**src/rtl/proc_io_bus.sv**
```systemverilog
// Memory-mapped I/O unit for the 16-bit multicycle processor: decodes memory, LEDs,
// synchronized switches and a prescaled countdown timer, with one-cycle read latency.
module proc_io_bus #(
    parameter int PRESCALE = 50000
) (
    input  logic        Clock,
    input  logic        Resetn,
    input  logic [15:0] ADDR,
    input  logic [15:0] DOUT,
    input  logic        W,
    output logic [15:0] DIN,
    input  logic [15:0] mem_q,
    output logic        mem_wren,
    input  logic [9:0]  SW,
    output logic [9:0]  LEDR,
    output logic        timer_to
);
    localparam logic [15:0] PRE_RELOAD = 16'(PRESCALE - 1);

    logic [3:0]  region;
    logic [3:0]  sel_q;
    logic [15:0] io_q;
    logic [15:0] io_rd;
    logic [9:0]  sw_meta;
    logic [9:0]  sw_sync;

    logic        running;
    logic        cont;
    logic        to;
    logic [15:0] load;
    logic [15:0] count;
    logic [15:0] prescaler;

    logic        wr_led;
    logic        wr_ctrl;
    logic        wr_load;
    logic        start;
    logic        stop;
    logic        clrto;
    logic        tick;
    logic        expire;
    logic        unused_addr;

    assign region      = ADDR[15:12];
    assign unused_addr = &{1'b0, ADDR[11:2]};

    assign mem_wren = W & (region == 4'h0);
    assign wr_led   = W & (region == 4'h1);
    assign wr_ctrl  = W & (region == 4'h3) & (ADDR[1:0] == 2'd0);
    assign wr_load  = W & (region == 4'h3) & (ADDR[1:0] == 2'd1);
    assign start    = wr_ctrl & DOUT[0];
    assign stop     = wr_ctrl & DOUT[2];
    assign clrto    = wr_ctrl & DOUT[3];

    assign tick     = running & (prescaler == 16'd0);
    assign expire   = tick & (count == 16'd0);

    always_comb begin
        io_rd = 16'h0000;
        case (region)
            4'h1: io_rd = {6'b0, LEDR};
            4'h2: io_rd = {6'b0, sw_sync};
            4'h3: begin
                case (ADDR[1:0])
                    2'd0:    io_rd = {13'b0, cont, running, to};
                    2'd1:    io_rd = load;
                    2'd2:    io_rd = count;
                    default: io_rd = 16'h0000;
                endcase
            end
            default: io_rd = 16'h0000;
        endcase
    end

    // Read data is registered so every region matches the memory's one-cycle latency.
    always_ff @(posedge Clock or negedge Resetn) begin
        if (!Resetn) begin
            sel_q   <= 4'h0;
            io_q    <= 16'h0000;
            sw_meta <= 10'h000;
            sw_sync <= 10'h000;
            LEDR    <= 10'h000;
        end else begin
            sel_q   <= region;
            io_q    <= io_rd;
            sw_meta <= SW;
            sw_sync <= sw_meta;
            if (wr_led)
                LEDR <= DOUT[9:0];
        end
    end

    assign DIN = (sel_q == 4'h0) ? mem_q : io_q;

    // A timeout set beats a same-cycle CLRTO; a START beats the tick's count update.
    always_ff @(posedge Clock or negedge Resetn) begin
        if (!Resetn) begin
            running   <= 1'b0;
            cont      <= 1'b0;
            to        <= 1'b0;
            load      <= 16'h0000;
            count     <= 16'h0000;
            prescaler <= 16'h0000;
        end else begin
            if (wr_ctrl)
                cont <= DOUT[1];
            if (wr_load)
                load <= DOUT;
            if (expire)
                to <= 1'b1;
            else if (clrto)
                to <= 1'b0;

            if (start) begin
                count     <= load;
                prescaler <= PRE_RELOAD;
                running   <= 1'b1;
            end else if (stop) begin
                running <= 1'b0;
            end else if (running) begin
                if (tick) begin
                    prescaler <= PRE_RELOAD;
                    if (count != 16'd0)
                        count <= count - 16'd1;
                    else if (cont)
                        count <= load;
                    else
                        running <= 1'b0;
                end else begin
                    prescaler <= prescaler - 16'd1;
                end
            end
        end
    end

    assign timer_to = to;

endmodule

```
**config.mk**
```make
export PLATFORM = sky130hd
export DESIGN_NAME = proc_io_bus
export DESIGN_NICKNAME = d
export VERILOG_FILES = /design/src/rtl/proc_io_bus.sv
export SDC_FILE = /design/constraint.sdc
export NUM_CORES = 1
export LEC_CHECK = 0
export CORE_MARGIN = 8
export CORE_UTILIZATION = 45
export DETAILED_ROUTE_END_ITERATION = 6
export PLACE_DENSITY = 0.74
export SLEW_MARGIN = 20
export SYNTH_ARGS = -nofsm -noshare
export SYNTH_HDL_FRONTEND = slang
export SYNTH_SLANG_ARGS = --single-unit
```
**constraint.sdc**
```tcl
create_clock -name Clock -period 5.2 [get_ports Clock]
set_input_delay 1.56 -clock Clock [delete_from_list [all_inputs] [get_ports Clock]]
set_output_delay 1.56 -clock Clock [all_outputs]
set_load 0.005 [all_outputs]
```
**Word-level counts from Yosys, hierarchy flattened**

Index checks and enable logic that the tools add are counted.

- $add $sub $neg: 2
- Equal/unequal tests: 6
- Mux-type cells: 21
- Bitwise operators: 10
- Reductions and logical operators: 12

Operator list:

| cell | number |
|---|---|
| $mux W16 | 11 |
| $pmux W16 S3 | 2 |
| $logic_not A16 Y1 | 2 |
| $sub A16 B1 Y16 const B | 2 |
| $reduce_bool A16 Y1 | 1 |
| $and A1 B1 Y1 | 10 |
| $eq A4 B2 Y1 const B | 2 |
| $logic_not A4 Y1 | 2 |
| $mux W1 | 8 |
| $reduce_bool A2 Y1 | 3 |
| $eq A4 B1 Y1 const B | 1 |
| $reduce_and A4 Y1 | 1 |
| $reduce_bool A3 Y1 | 1 |
| $eq A2 B1 Y1 const B | 1 |
| $eq A2 B2 Y1 const B | 1 |
| $logic_not A2 Y1 | 1 |
| $ne A2 B2 Y1 const B | 1 |
| $reduce_and A2 Y1 | 1 |

- Flip-flop bits (word level): 101
- Input port bits: 61
- Output and inout bits: 28
- Word-level logic and storage cells: 62

**Logic depth before layout (Yosys ltp)**

- Word-level depth: 6
- Depth in mapped cells: 9
- Gate-level depth less buffers: 7

**Worst setup path after synthesis**

OpenSTA, ideal clock, no wires.

- Path type: input to output
- Start: input port ADDR[13]
- End: output port mem_wren
- Arrival: 2179 ps
- Required time: 3640 ps
- Setup slack: 1461 ps
- Cell stages on the path: 2
- Buffers on the path: 0
- Path through: or4_1 -> nor2_1

- Cells in the longest elaborated chain, start to end: 2

Ends and longest elaborated chain:

| what | RTL line | source |
|---|---|---|
| start: declaration | 8 | `input logic [15:0] ADDR,` |
| $logic_not A4 Y1 | 47 | `assign mem_wren = W & (region == 4'h0);` |
| $and A1 B1 Y1 | 47 |  |
| end: declaration | 13 | `output logic mem_wren,` |

No other way between the ends.

**Final worst setup path**

Same ends and word-level chain as after synthesis.

==> impl_metrics.json <==
{
  "synth-seq-area-share_pct": 53.16,
  "std_cell_rows": 37,
  "bufs_on_longest_clock_path": 2,
  "htreeDepth": 3,
  "cp.arrival_ns": 3.20,
  "worst-r2r-setup-slack_ns": 2.40,
  "finalHoldViolCount": 0,
  "powerDensity_nw_per_um2": 308.1,
  "timing.setup.critical_path_class": "in -> out",
  "gp_routability_congestion": 0.8619,
  "area.growth.synth_to_final_pct": 23.16,
  "cts_root_buf": "sky130_fd_sc_hd__clkbuf_8",
  "synth_top_family_by_area": "compound AO/OA/AOI/OAI gates",
  "die_extent_in_y_um": 118.8,
  "tritoncts_clock_tree": "yes",
  "muxShareOfSynthArea_pct": 11.45,
  "die_area_um2": 14110,
  "skew_ns": 0.007318,
  "cellLeakagePower_nw": 2.517,
  "grt_pass1_wl_um": 19110,
  "routed_wl_um": 11560,
  "run_status": "complete, no violations",
  "synthesis.yosys.warnings": 0,
  "endpoint_kind": "output port",
  "synth.cell_area_um2": 4755,
  "timing.max_slew.rel_slack_pct": 30.09,
  "detailedPlacementHpwl_um": 8173,
  "synthSimpleGateAreaFrac_pct": 12.87,
  "totalNegativeSetupSlack_ns": 0,
  "grt_pass1_vias": 3726,
  "synth_seq_cells": 101,
  "globalRouteTotalUtil_pct": 16.40,
  "io_pins": 89,
  "clock_latency_ns": 0.37,
  "total_cts_buffers": 9,
  "clock_period_minus_final_worst_setup_slack_ns": 4.762,
  "drt_iter0_markers": 194,
  "remaining_drc_errors": 0,
  "final_nets": 555,
  "final_common_cell": "sky130_fd_sc_hd__dfrtp_1",
  "fmax_mhz": 210.0,
  "grt_setup_unrepaired": "no",
  "number_of_slew_limit_violations_in_the_final_report": 0,
  "worstHoldPathType": "reg -> reg",
  "dr.pass1.iters": 5,
  "grt_overflow": 0,
  "postCtsSetupRepairBufs": 0,
  "final_cells": 631,
  "cts_sinks": 101,
  "clk_pin_slew_ns": 0.09,
  "ctsResizeCount": 0,
  "critPathLaunchType": "primary input",
  "irDropWorstVdd_uv": 231.0,
  "dpl_cells": 615,
  "required_ns": 3.64,
  "report.final.setup_viol": 0,
  "place.port_buffers": 78,
  "vias": 3699,
  "synth_flop_type": "sky130_fd_sc_hd__dfrtp_1",
  "max_slew.worst_pin.slew_ns": 1.045,
  "synth-async-reset-ratio_pct": 100.0,
  "ys_types": 52,
  "synth_cells": 417,
  "synth_compound_area_share_pct": 16.55,
  "post_synth_xor_area_fraction_pct": 2.211,
  "initial_utilization_pct": 46.26,
  "pin_count_of_the_biggest_net_entering_global_routing": 70,
  "detail_route.wl_per_cell_um": 18.32,
  "period_share_pct": 91.58,
  "layout.cells.most_common_list": "sky130_fd_sc_hd__dfrtp_1, sky130_fd_sc_hd__clkdlybuf4s50_1, sky130_fd_sc_hd__mux2_2",
  "grt_antenna_before_repair": 0,
  "synth-edff-count": 0,
  "width_of_the_die_um": 118.8,
  "mappedNetlistNets": 482,
  "insertedDiodeCount": 0,
  "core_um2": 10280,
  "route.antenna.remaining_nets": 0,
  "route.detailed.vias_per_inst": 5.862,
  "post_route_cells_drive_above_1_share_pct": 16.77,
  "synth_fa_ha_area_share_pct": 1.053,
  "post_synth.cell_area_avg_um2": 11.40,
  "worstPathMaxFanout": 5,
  "cts_hold_buf": 0,
  "timing.max_cap.violations": 0
}
## cell usage after synthesis (3+ instances only)
library cell                number  area share, %
sky130_fd_sc_hd__dfrtp_1       101             53
sky130_fd_sc_hd__mux2_2         43             10
sky130_fd_sc_hd__nor2_1         32            2.5
sky130_fd_sc_hd__a22oi_1        28            4.4
sky130_fd_sc_hd__nand2_1        20            1.6
sky130_fd_sc_hd__clkbuf_1       19            1.5
sky130_fd_sc_hd__o21ai_0        17            1.8
sky130_fd_sc_hd__a21oi_1        16            1.7
sky130_fd_sc_hd__nor4_1         11            1.4
sky130_fd_sc_hd__xor2_1         10            1.8
sky130_fd_sc_hd__nor3_1          9           0.95
sky130_fd_sc_hd__inv_1           7           0.55
sky130_fd_sc_hd__nand3_1         7           0.74
sky130_fd_sc_hd__o211ai_1        7            1.1
sky130_fd_sc_hd__o22a_1          7            1.3
sky130_fd_sc_hd__a31oi_1         6           0.79
sky130_fd_sc_hd__mux2i_1         6            1.3
sky130_fd_sc_hd__a2bb2oi_1       5           0.92
sky130_fd_sc_hd__o2111ai_1       5           0.92
sky130_fd_sc_hd__or4_1           5           0.79
sky130_fd_sc_hd__buf_2           4           0.42
sky130_fd_sc_hd__ha_1            4            1.1
sky130_fd_sc_hd__nand2b_1        4           0.53
sky130_fd_sc_hd__nand4_1         3           0.39
sky130_fd_sc_hd__nor4b_1         3           0.55
sky130_fd_sc_hd__o311ai_0        3           0.55
sky130_fd_sc_hd__or2_2           3           0.39
sky130_fd_sc_hd__or3_1           3           0.39
## worst max-delay path, stage by stage
cell and delay [ns]:
sky130_fd_sc_hd__clkdlybuf4s50_1 0.50, sky130_fd_sc_hd__or4_1 0.54, sky130_fd_sc_hd__nor2_1 0.10, sky130_fd_sc_hd__clkdlybuf4s50_1 0.51
## cell type report
| type | instances | area (µm²) |
|---|---|---|
| Timing Repair Buffer | 86 | 838.3 |
| Multi-Input combinational cell | 285 | 2111 |
| Sequential cell | 101 | 2527 |
| Clock buffer | 9 | 123.9 |
| Tap cell | 136 | 170.2 |
| Clock inverter | 7 | 58.81 |
| Fill cell | 894 | 4422 |
| Inverter | 7 | 26.28 |
## sequential cells by signal, indices dropped and copies added (netlist names)
register and flops:
timer_to 1, prescaler 16, sel_q 4, sw_sync 10, io_q 16, running 1, sw_meta 10, load 16
count 16, cont 1, LEDR 10
## power by group
group	switching (mW)	internal (mW)	leakage [nW]
combinational	0.172	0.191	1.15
sequential	0.0936	0.887	1.27
clock	0.280	0.180	0.0917
## logic make-up after synthesis
logic type,count (synthesis)
and+or+nand+nor,111
adders and majority gates,4
xor gates and xnor gates,12
muxes,49
AOI/OAI and AO/OA,109
buffers and inverters,31
DFF,101
## final timing paths
kind                                      start                        to  cells past startpoint
max                                    ADDR[13]                  mem_wren                      4
min                        sw_meta[4]$_DFF_PN0_      sw_sync[4]$_DFF_PN0_                      0
max reg2reg                count[0]$_DFFE_PN0P_     count[13]$_DFFE_PN0P_                      7
min reg2reg                sw_meta[4]$_DFF_PN0_      sw_sync[4]$_DFF_PN0_                      0
max in group asynchronous                Resetn  prescaler[2]$_DFFE_PN0P_                      2
min in group asynchronous                Resetn      load[12]$_DFFE_PN0P_                      1
## metal layers
| layer | up-vias | wire length (µm) | track usage (%) |
|---|---|---|---|
| li1 | 1713 | - | - |
| met1 | 1884 | 4953 | 20.46 |
| met2 | 95 | 6033 | 28.51 |
| met3 | 7 | 499 | 4.141 |
| met4 | 0 | 73 | 2.609 |
| met5 | - | 0 | 0 |
## metrics by stage
step	instance area (µm²)	power (mW)	setup slack, ns	hold WS (ns)	utilization [%]
after detailed placement	5673	1.361	0.4431	0.3365	55.20
final	5856	1.804	0.4380	0.3572	56.98
after global placement	5673	1.341	0.4611	0.3325	55.20
after floorplan	4755	1.186	1.461	0.3312	-
after global routing	5856	1.901	0.3849	0.3693	56.98
after CTS	5856	1.822	0.4355	0.3582	56.98
No activity file was read; power rests on OpenSTA's default activity.
